`src/rtl/branch_resolve_unit_if.sv`:
```
`default_nettype none
// ============================================================================
// Module   : branch_resolve_unit_if
// Purpose  : Request/result bundle for the branch resolve unit. The front end
//            uses the master view and the resolve unit uses the slave view.
// Revision : 1.0 - initial release
// ============================================================================
interface branch_resolve_unit_if #(
  parameter int XLEN  = 32,
  parameter int CNT_W = 16
);
  // request side
  logic             inValid;
  logic             inReady;
  logic [XLEN-1:0]  dataIn1;
  logic [XLEN-1:0]  dataIn2;
  logic [2:0]       opCode;
  logic [XLEN-1:0]  pcIn;
  logic [XLEN-1:0]  immIn;
  logic             predTaken;
  // control
  logic             flush;
  logic             clrCount;
  // result side
  logic             outValid;
  logic             outReady;
  logic             branchOut;
  logic [XLEN-1:0]  targetOut;
  logic             mispredict;
  // statistics
  logic [CNT_W-1:0] branchCount;
  logic [CNT_W-1:0] mispredCount;

  modport master (
    output inValid, dataIn1, dataIn2, opCode, pcIn, immIn, predTaken,
    output flush, clrCount, outReady,
    input  inReady, outValid, branchOut, targetOut, mispredict,
    input  branchCount, mispredCount
  );

  modport slave (
    input  inValid, dataIn1, dataIn2, opCode, pcIn, immIn, predTaken,
    input  flush, clrCount, outReady,
    output inReady, outValid, branchOut, targetOut, mispredict,
    output branchCount, mispredCount
  );
endinterface
`default_nettype wire

```
`src/rtl/branch_resolve_unit.sv`:
```
`default_nettype none
// ============================================================================
// Module   : branch_resolve_unit
// Purpose  : Two-stage conditional branch resolver. S1 registers the compare
//            outcome with PC/offset/prediction; S2 registers the resolved
//            direction, next PC and mispredict flag. Keeps saturating counts
//            of delivered branches and mispredictions.
// Revision : 1.0 - initial release
// ============================================================================
module branch_resolve_unit #(
  parameter int XLEN  = 32,
  parameter int CNT_W = 16
) (
  input  wire logic             clk,
  input  wire logic             rst,
  branch_resolve_unit_if.slave  bus
);

  localparam logic [XLEN-1:0]  c_PC_STEP = XLEN'(4);
  localparam logic [CNT_W-1:0] c_CNT_MAX = '1;

  // stage 1
  logic             s1_valid_q, s1_valid_d;
  logic             s1_taken_q, s1_taken_d;
  logic             s1_pred_q,  s1_pred_d;
  logic [XLEN-1:0]  s1_pc_q,    s1_pc_d;
  logic [XLEN-1:0]  s1_imm_q,   s1_imm_d;
  // stage 2
  logic             s2_valid_q, s2_valid_d;
  logic             branch_q,   branch_d;
  logic [XLEN-1:0]  target_q,   target_d;
  logic             mispred_q,  mispred_d;
  // statistics
  logic [CNT_W-1:0] branch_cnt_q,  branch_cnt_d;
  logic [CNT_W-1:0] mispred_cnt_q, mispred_cnt_d;

  logic             w_taken;
  logic             w_s1_advance;
  logic             w_in_ready;
  logic             w_accept;
  logic             w_out_hs;
  logic [XLEN-1:0]  w_target;

  // Branch condition from funct3; the two unused encodings resolve not-taken
  always_comb begin
    w_taken = 1'b0;
    case (bus.opCode)
      3'b000:  w_taken = (bus.dataIn1 == bus.dataIn2);
      3'b001:  w_taken = (bus.dataIn1 != bus.dataIn2);
      3'b100:  w_taken = ($signed(bus.dataIn1) <  $signed(bus.dataIn2));
      3'b101:  w_taken = ($signed(bus.dataIn1) >= $signed(bus.dataIn2));
      3'b110:  w_taken = (bus.dataIn1 <  bus.dataIn2);
      3'b111:  w_taken = (bus.dataIn1 >= bus.dataIn2);
      default: w_taken = 1'b0;
    endcase
  end

  assign w_s1_advance = s1_valid_q && (!s2_valid_q || bus.outReady);
  assign w_in_ready   = !rst && !bus.flush && (!s1_valid_q || w_s1_advance);
  assign w_accept     = bus.inValid && w_in_ready;
  assign w_out_hs     = s2_valid_q && bus.outReady;
  // next PC wraps modulo 2^XLEN
  assign w_target     = s1_taken_q ? (s1_pc_q + s1_imm_q) : (s1_pc_q + c_PC_STEP);

  // Next-state for both pipeline stages and the statistics counters
  always_comb begin
    s1_valid_d    = s1_valid_q;
    s1_taken_d    = s1_taken_q;
    s1_pred_d     = s1_pred_q;
    s1_pc_d       = s1_pc_q;
    s1_imm_d      = s1_imm_q;
    s2_valid_d    = s2_valid_q;
    branch_d      = branch_q;
    target_d      = target_q;
    mispred_d     = mispred_q;
    branch_cnt_d  = branch_cnt_q;
    mispred_cnt_d = mispred_cnt_q;

    // S1 occupancy; accept is already blocked in a flush cycle
    if (bus.flush)         s1_valid_d = 1'b0;
    else if (w_accept)     s1_valid_d = 1'b1;
    else if (w_s1_advance) s1_valid_d = 1'b0;

    if (w_accept) begin
      s1_taken_d = w_taken;
      s1_pred_d  = bus.predTaken;
      s1_pc_d    = bus.pcIn;
      s1_imm_d   = bus.immIn;
    end

    // S2 occupancy; data loads are gated by flush so the outputs keep the
    // last delivered result instead of a discarded one
    if (bus.flush)         s2_valid_d = 1'b0;
    else if (w_s1_advance) s2_valid_d = 1'b1;
    else if (w_out_hs)     s2_valid_d = 1'b0;

    if (w_s1_advance && !bus.flush) begin
      branch_d  = s1_taken_q;
      target_d  = w_target;
      mispred_d = s1_taken_q ^ s1_pred_q;
    end

    // A clear wins over a same-cycle increment; counts stick at all-ones
    if (bus.clrCount) begin
      branch_cnt_d  = '0;
      mispred_cnt_d = '0;
    end else if (w_out_hs) begin
      if (branch_cnt_q != c_CNT_MAX)
        branch_cnt_d = branch_cnt_q + CNT_W'(1);
      if (mispred_q && (mispred_cnt_q != c_CNT_MAX))
        mispred_cnt_d = mispred_cnt_q + CNT_W'(1);
    end
  end

  // State registers with synchronous reset
  always_ff @(posedge clk) begin
    if (rst) begin
      s1_valid_q    <= 1'b0;
      s1_taken_q    <= 1'b0;
      s1_pred_q     <= 1'b0;
      s1_pc_q       <= '0;
      s1_imm_q      <= '0;
      s2_valid_q    <= 1'b0;
      branch_q      <= 1'b0;
      target_q      <= '0;
      mispred_q     <= 1'b0;
      branch_cnt_q  <= '0;
      mispred_cnt_q <= '0;
    end else begin
      s1_valid_q    <= s1_valid_d;
      s1_taken_q    <= s1_taken_d;
      s1_pred_q     <= s1_pred_d;
      s1_pc_q       <= s1_pc_d;
      s1_imm_q      <= s1_imm_d;
      s2_valid_q    <= s2_valid_d;
      branch_q      <= branch_d;
      target_q      <= target_d;
      mispred_q     <= mispred_d;
      branch_cnt_q  <= branch_cnt_d;
      mispred_cnt_q <= mispred_cnt_d;
    end
  end

  assign bus.inReady      = w_in_ready;
  assign bus.outValid     = s2_valid_q;
  assign bus.branchOut    = branch_q;
  assign bus.targetOut    = target_q;
  assign bus.mispredict   = mispred_q;
  assign bus.branchCount  = branch_cnt_q;
  assign bus.mispredCount = mispred_cnt_q;

endmodule
`default_nettype wire

```
`src/flat_wrapper.sv`:
```
// flat-port wrapper written by rule: the top's interface ports become plain ports
module branch_resolve_unit_flat 
#(
  parameter int XLEN  = 32,
  parameter int CNT_W = 16
)
  (clk, rst, bus_inValid, bus_dataIn1, bus_dataIn2, bus_opCode, bus_pcIn, bus_immIn, bus_predTaken, bus_flush, bus_clrCount, bus_outReady, bus_inReady, bus_outValid, bus_branchOut, bus_targetOut, bus_mispredict, bus_branchCount, bus_mispredCount);
  branch_resolve_unit_if #(.XLEN(XLEN), .CNT_W(CNT_W)) bus_i ();
  input  wire logic clk;
  input  wire logic rst;
  input wire logic [$bits(bus_i.inValid)-1:0] bus_inValid;
  input wire logic [$bits(bus_i.dataIn1)-1:0] bus_dataIn1;
  input wire logic [$bits(bus_i.dataIn2)-1:0] bus_dataIn2;
  input wire logic [$bits(bus_i.opCode)-1:0] bus_opCode;
  input wire logic [$bits(bus_i.pcIn)-1:0] bus_pcIn;
  input wire logic [$bits(bus_i.immIn)-1:0] bus_immIn;
  input wire logic [$bits(bus_i.predTaken)-1:0] bus_predTaken;
  input wire logic [$bits(bus_i.flush)-1:0] bus_flush;
  input wire logic [$bits(bus_i.clrCount)-1:0] bus_clrCount;
  input wire logic [$bits(bus_i.outReady)-1:0] bus_outReady;
  output wire logic [$bits(bus_i.inReady)-1:0] bus_inReady;
  output wire logic [$bits(bus_i.outValid)-1:0] bus_outValid;
  output wire logic [$bits(bus_i.branchOut)-1:0] bus_branchOut;
  output wire logic [$bits(bus_i.targetOut)-1:0] bus_targetOut;
  output wire logic [$bits(bus_i.mispredict)-1:0] bus_mispredict;
  output wire logic [$bits(bus_i.branchCount)-1:0] bus_branchCount;
  output wire logic [$bits(bus_i.mispredCount)-1:0] bus_mispredCount;
  assign bus_i.inValid = bus_inValid;
  assign bus_i.dataIn1 = bus_dataIn1;
  assign bus_i.dataIn2 = bus_dataIn2;
  assign bus_i.opCode = bus_opCode;
  assign bus_i.pcIn = bus_pcIn;
  assign bus_i.immIn = bus_immIn;
  assign bus_i.predTaken = bus_predTaken;
  assign bus_i.flush = bus_flush;
  assign bus_i.clrCount = bus_clrCount;
  assign bus_i.outReady = bus_outReady;
  assign bus_inReady = bus_i.inReady;
  assign bus_outValid = bus_i.outValid;
  assign bus_branchOut = bus_i.branchOut;
  assign bus_targetOut = bus_i.targetOut;
  assign bus_mispredict = bus_i.mispredict;
  assign bus_branchCount = bus_i.branchCount;
  assign bus_mispredCount = bus_i.mispredCount;
  branch_resolve_unit #(.XLEN(XLEN), .CNT_W(CNT_W)) u_core (.clk(clk), .rst(rst), .bus(bus_i));
endmodule
```
`config.mk`:
```
export PLATFORM = sky130hd
export DESIGN_NAME = branch_resolve_unit_flat
export DESIGN_NICKNAME = d
export VERILOG_FILES = /design/src/rtl/branch_resolve_unit_if.sv /design/src/rtl/branch_resolve_unit.sv /design/src/flat_wrapper.sv
export SDC_FILE = /design/constraint.sdc
export NUM_CORES = 1
export LEC_CHECK = 0
export BUFFER_PORTS_ARGS = -buffer_cell sky130_fd_sc_hd__buf_4
export CELL_PAD_IN_SITES_DETAIL_PLACEMENT = 0
export CELL_PAD_IN_SITES_GLOBAL_PLACEMENT = 1
export CORE_AREA = 2 2 157 159
export DETAILED_ROUTE_END_ITERATION = 16
export DIE_AREA = 0 0 159 161
export GPL_ROUTABILITY_DRIVEN = 0
export GPL_TIMING_DRIVEN = 1
export PLACE_DENSITY = 0.77
export SLEW_MARGIN = 20
export SYNTH_ARGS = -nofsm -noshare
export SYNTH_HDL_FRONTEND = slang
export SYNTH_SLANG_ARGS = --single-unit
export TNS_END_PERCENT = 20
```
`constraint.sdc`:
```
create_clock -name clk -period 4.85 [get_ports clk]
set_input_delay 1.455 -clock clk [delete_from_list [all_inputs] [get_ports clk]]
set_output_delay 1.455 -clock clk [all_outputs]
set_load 0.005 [all_outputs]
```
==> run_results.csv <==
group,metric,value,unit
status,outcome,"finished, final reports clean",
sta,slew_violations,0,
critical_path,crit_path_cell_trace,"buf_4 > nor2b_1 > a211oi_1 > buf_4",
power_and_ir_drop,pwr-share-seq,40.0,%
synthesis,synth.area.top_cells,"dfxtp_1 (33%), ha_1 (10%), nand2_1 (8.5%)",
die,io_pins,206,
place,numPortBuffers,205,
place,dp_hpwl,17800,um
critical_path,worst-path-buf-inv,2,
clock_tree,cts_hold_buffers,0,
routing,wl,24100,um
clock_tree,clkTransAtPathRegs,60,ps
critical_path,crit_path_max_fanout,5,
hold_path,min_from,"u_core.bus.targetOut[28]$_SDFFE_PP0P_",
critical_path,reg2reg_to,"u_core.bus.targetOut[30]$_SDFFE_PP0P_",
sta,hold_viol_final,0,
global_route,grt_max_degree,66,
global_route,antenna_found_initial,0,
clock_tree,cts_setup_buffers,0,
synthesis,async_reset_ff_share,0,%
routing,vias_per_cell,5.08,
synthesis,postSynthCellCount,1073,
die,die_h,161,um
synthesis,synth-main-ff-cell,"dfxtp_1",
synthesis,synth.avg_cell_area,7.67,sq um
critical_path,cpMaxStageDelayCell,"nor2b_1",
routing,drtIter0Drc,426,
synthesis,yosysUniqueCellTypes,61,
critical_path,cp-start-kind,"input pin",
synthesis,seq_area_frac_synth,32.6,%
place,placed_area,10000,sq um
die,die_w,159,um
routing,ant_nets,0,
layout,num_antenna_cells,0,
synthesis,synth_area_leader_cell,"dfxtp_1",
critical_path,cp_top_family,"simple AND/OR/NAND/NOR gates",
routing,dr.pass1.iters,5,
layout,stdcell_area,10700,sq um
critical_path,crit_top_cell,"buf_4",
global_route,grt_pass1_vias,7807,
global_route,gr-total-overflow,0,
clock_tree,cts_buffers,17,
hold_path,min-delay-path-class,"reg2reg",
synthesis,synth_top_area_share,32.6,%
hold_path,holdPathStages,2,
sta,finalCritPeriodShare,76.7,%
clock_tree,root_buffer,"clkbuf_16",
critical_path,r2r_slack,1400,ps
sta,tns,0,ps
synthesis,synth_edf_count,0,
critical_path,worstReg2RegStart,"u_core.s1_pc_q[0]$_SDFFE_PP0P_",
sta,worstMarginPinSlew,924,ps
power_and_ir_drop,pwr-share-comb,11.6,%
critical_path,worst_ep_required_time,3390,ps
global_route,grt_pass1_wl,39500,um
synthesis,yosys_warnings,0,
routing,dr_total_vias,8065,
critical_path,cp.arrival,2260,ps
die,dieArea,25600,sq um
power_and_ir_drop,power.switching,0.000685,W
power_and_ir_drop,sw_frac_of_total,23.8,%
layout,fin_util,44.5,%
die,start_util,34.4,%
synthesis,synth_seq_cells,134,
clock_tree,ctsResizeCount,0,
layout,drive_gt1_share,19.9,%
clock_tree,cts.sink_count,134,
layout,nNetsFinal,1457,
sta,setup-violations-final,0,
global_route,grt_use_total,18.9,%
routing,drc_errors,0,
critical_path,cpPeakStageDelay,320,ps
clock_tree,insertion_delay,430,ps
sta,slew_headroom,36.8,%
power_and_ir_drop,power_density,270,nW/um^2
critical_path,reg2reg_depth,12,
sta,fmax,269,MHz
layout,area_delta_synth_final,29.5,%
clock_tree,clockBufferDepth,2,
sta,rsz0062_at_grt,"no",
die,core,24000,sq um
clock_tree,cts_htree_levels,4,
power_and_ir_drop,vdd_drop_max,0.198,mV
synthesis,netlist_area,8230,sq um
power_and_ir_drop,internal_power,0.00219,W
sta,period_needed,3720,ps
synthesis,yosysMostFrequentCell,"nand2_1",
die,rows,57,
power_and_ir_drop,power.leakage,4.52,nW
hold_path,hold-path-endpoint,"u_core.bus.targetOut[28]$_SDFFE_PP0P_",
routing,wl_per_cell,15.2,um
flow_run,cap_violations,0,
synthesis,synth_common_cells,"nand2_1 (186), dfxtp_1 (134), a21oi_1 (131)",
critical_path,worstSetupPathType,"in2out",
power_and_ir_drop,clkPwrFrac,48.5,%
synthesis,syn-num-nets,1278,
clock_tree,cts_tree,"done",
sta,skew,14.8,ps
critical_path,endpoint_kind,"primary output",
[per-layer routing]
metal | global-route usage (%) | vias to the layer above | routed length [um]
li1 | - | 4134 | -
met1 | 25.1 | 3704 | 11700
met2 | 31.3 | 205 | 11000
met3 | 3.67 | 22 | 1110
met4 | 5.25 | 0 | 341
met5 | 0 | - | 0
[power by group through the flow]
stage	Combinational [W]	Clock, W	Sequential, W
floorplan	0.000190	0	0.00117
global placement	0.000332	0	0.00117
detailed placement	0.000333	0	0.00117
CTS	0.000335	0.00143	0.00115
global route	0.000374	0.00148	0.00115
finish	0.000333	0.00139	0.00115
[layout make-up]
class | count | area (sq um)
Fill cell | 2524 | 13300
Clock inverter | 8 | 145
Tap cell | 324 | 405
Inverter | 48 | 180
Clock buffer | 24 | 482
Sequential cell | 134 | 2680
Multi-Input combinational cell | 839 | 5170
Timing Repair Buffer | 212 | 1590
[cells by family (layout without fill, tap and decap cells)]
| family | count (synthesis) | count (layout) | synth area share [%] |
|---|---|---|---|
| fa+ha+maj | 67 | 67 | 10.3 |
| simple gates | 416 | 416 | 23.1 |
| compound gates | 277 | 277 | 20.9 |
| xor+xnor | 72 | 72 | 7.66 |
| flops | 134 | 134 | 32.6 |
| mux | 7 | 7 | 0.851 |
| buf+inv | 100 | 292 | 4.65 |
[worst max path at each step]
stage	from	end	slack (ps)	cells after the start
2_1_floorplan	bus_dataIn2[17]	u_core.s1_taken_q$_SDFFE_PP0P_	1450	11
3_3_place_gp	bus_outReady	bus_inReady	1110	4
3_5_place_dp	bus_outReady	bus_inReady	1140	4
4_1_cts	bus_outReady	bus_inReady	1130	4
5_1_grt	bus_outReady	bus_inReady	1040	4
6_report	bus_outReady	bus_inReady	1130	4
[flip-flops by register name, summed over array words and instances (netlist names)]
name	count
u_core.bus.branchCount	16
u_core.bus.branchOut	1
u_core.bus.mispredCount	16
u_core.bus.mispredict	1
u_core.bus.outValid	1
u_core.bus.targetOut	32
u_core.s1_imm_q	32
u_core.s1_pc_q	32
u_core.s1_pred_q	1
u_core.s1_taken_q	1
u_core.s1_valid_q	1
[metrics by stage]
step | setup WS [ps] | std cells | power [W] | hold slack (ps)
2_1_floorplan | 1450 | 1073 | 0.00136 | 441
3_3_place_gp | 1110 | 1557 | 0.00150 | 446
3_5_place_dp | 1140 | 1557 | 0.00151 | 452
4_1_cts | 1130 | 1589 | 0.00292 | 461
5_1_grt | 1040 | 1589 | 0.00300 | 478
6_report | 1130 | 1589 | 0.00288 | 457
[worst register-to-register path: cells and delay by family, from the launching register on]
kind,cells,cell delay [ps]
mux,1,210
fa+ha+maj,2,600
simple gates,4,960
buf+inv,1,70
compound gates,4,1120
flops,1,350
[placed cells by master (no fill, tap or decap), drive strengths merged, types with 3 or more instances in the layout]
cell type    n
a211oi      28
a21o        28
a21oi      131
a311oi       3
a31oi        7
a41oi        3
and2         4
and3         7
and4         9
buf        212
bufinv       4
clkbuf      24
dfxtp      134
ha          66
inv         48
mux2i        7
nand2      186
nand2b       8
nand3       28
nand4       24
nor2        90
nor2b        6
nor3        26
nor3b        4
nor4b        3
o211ai      11
o21a         7
o21ai       31
o21bai       6
or3         11
or4          3
xnor2       39
xor2        33
Power figures use the tool's default switching activity.
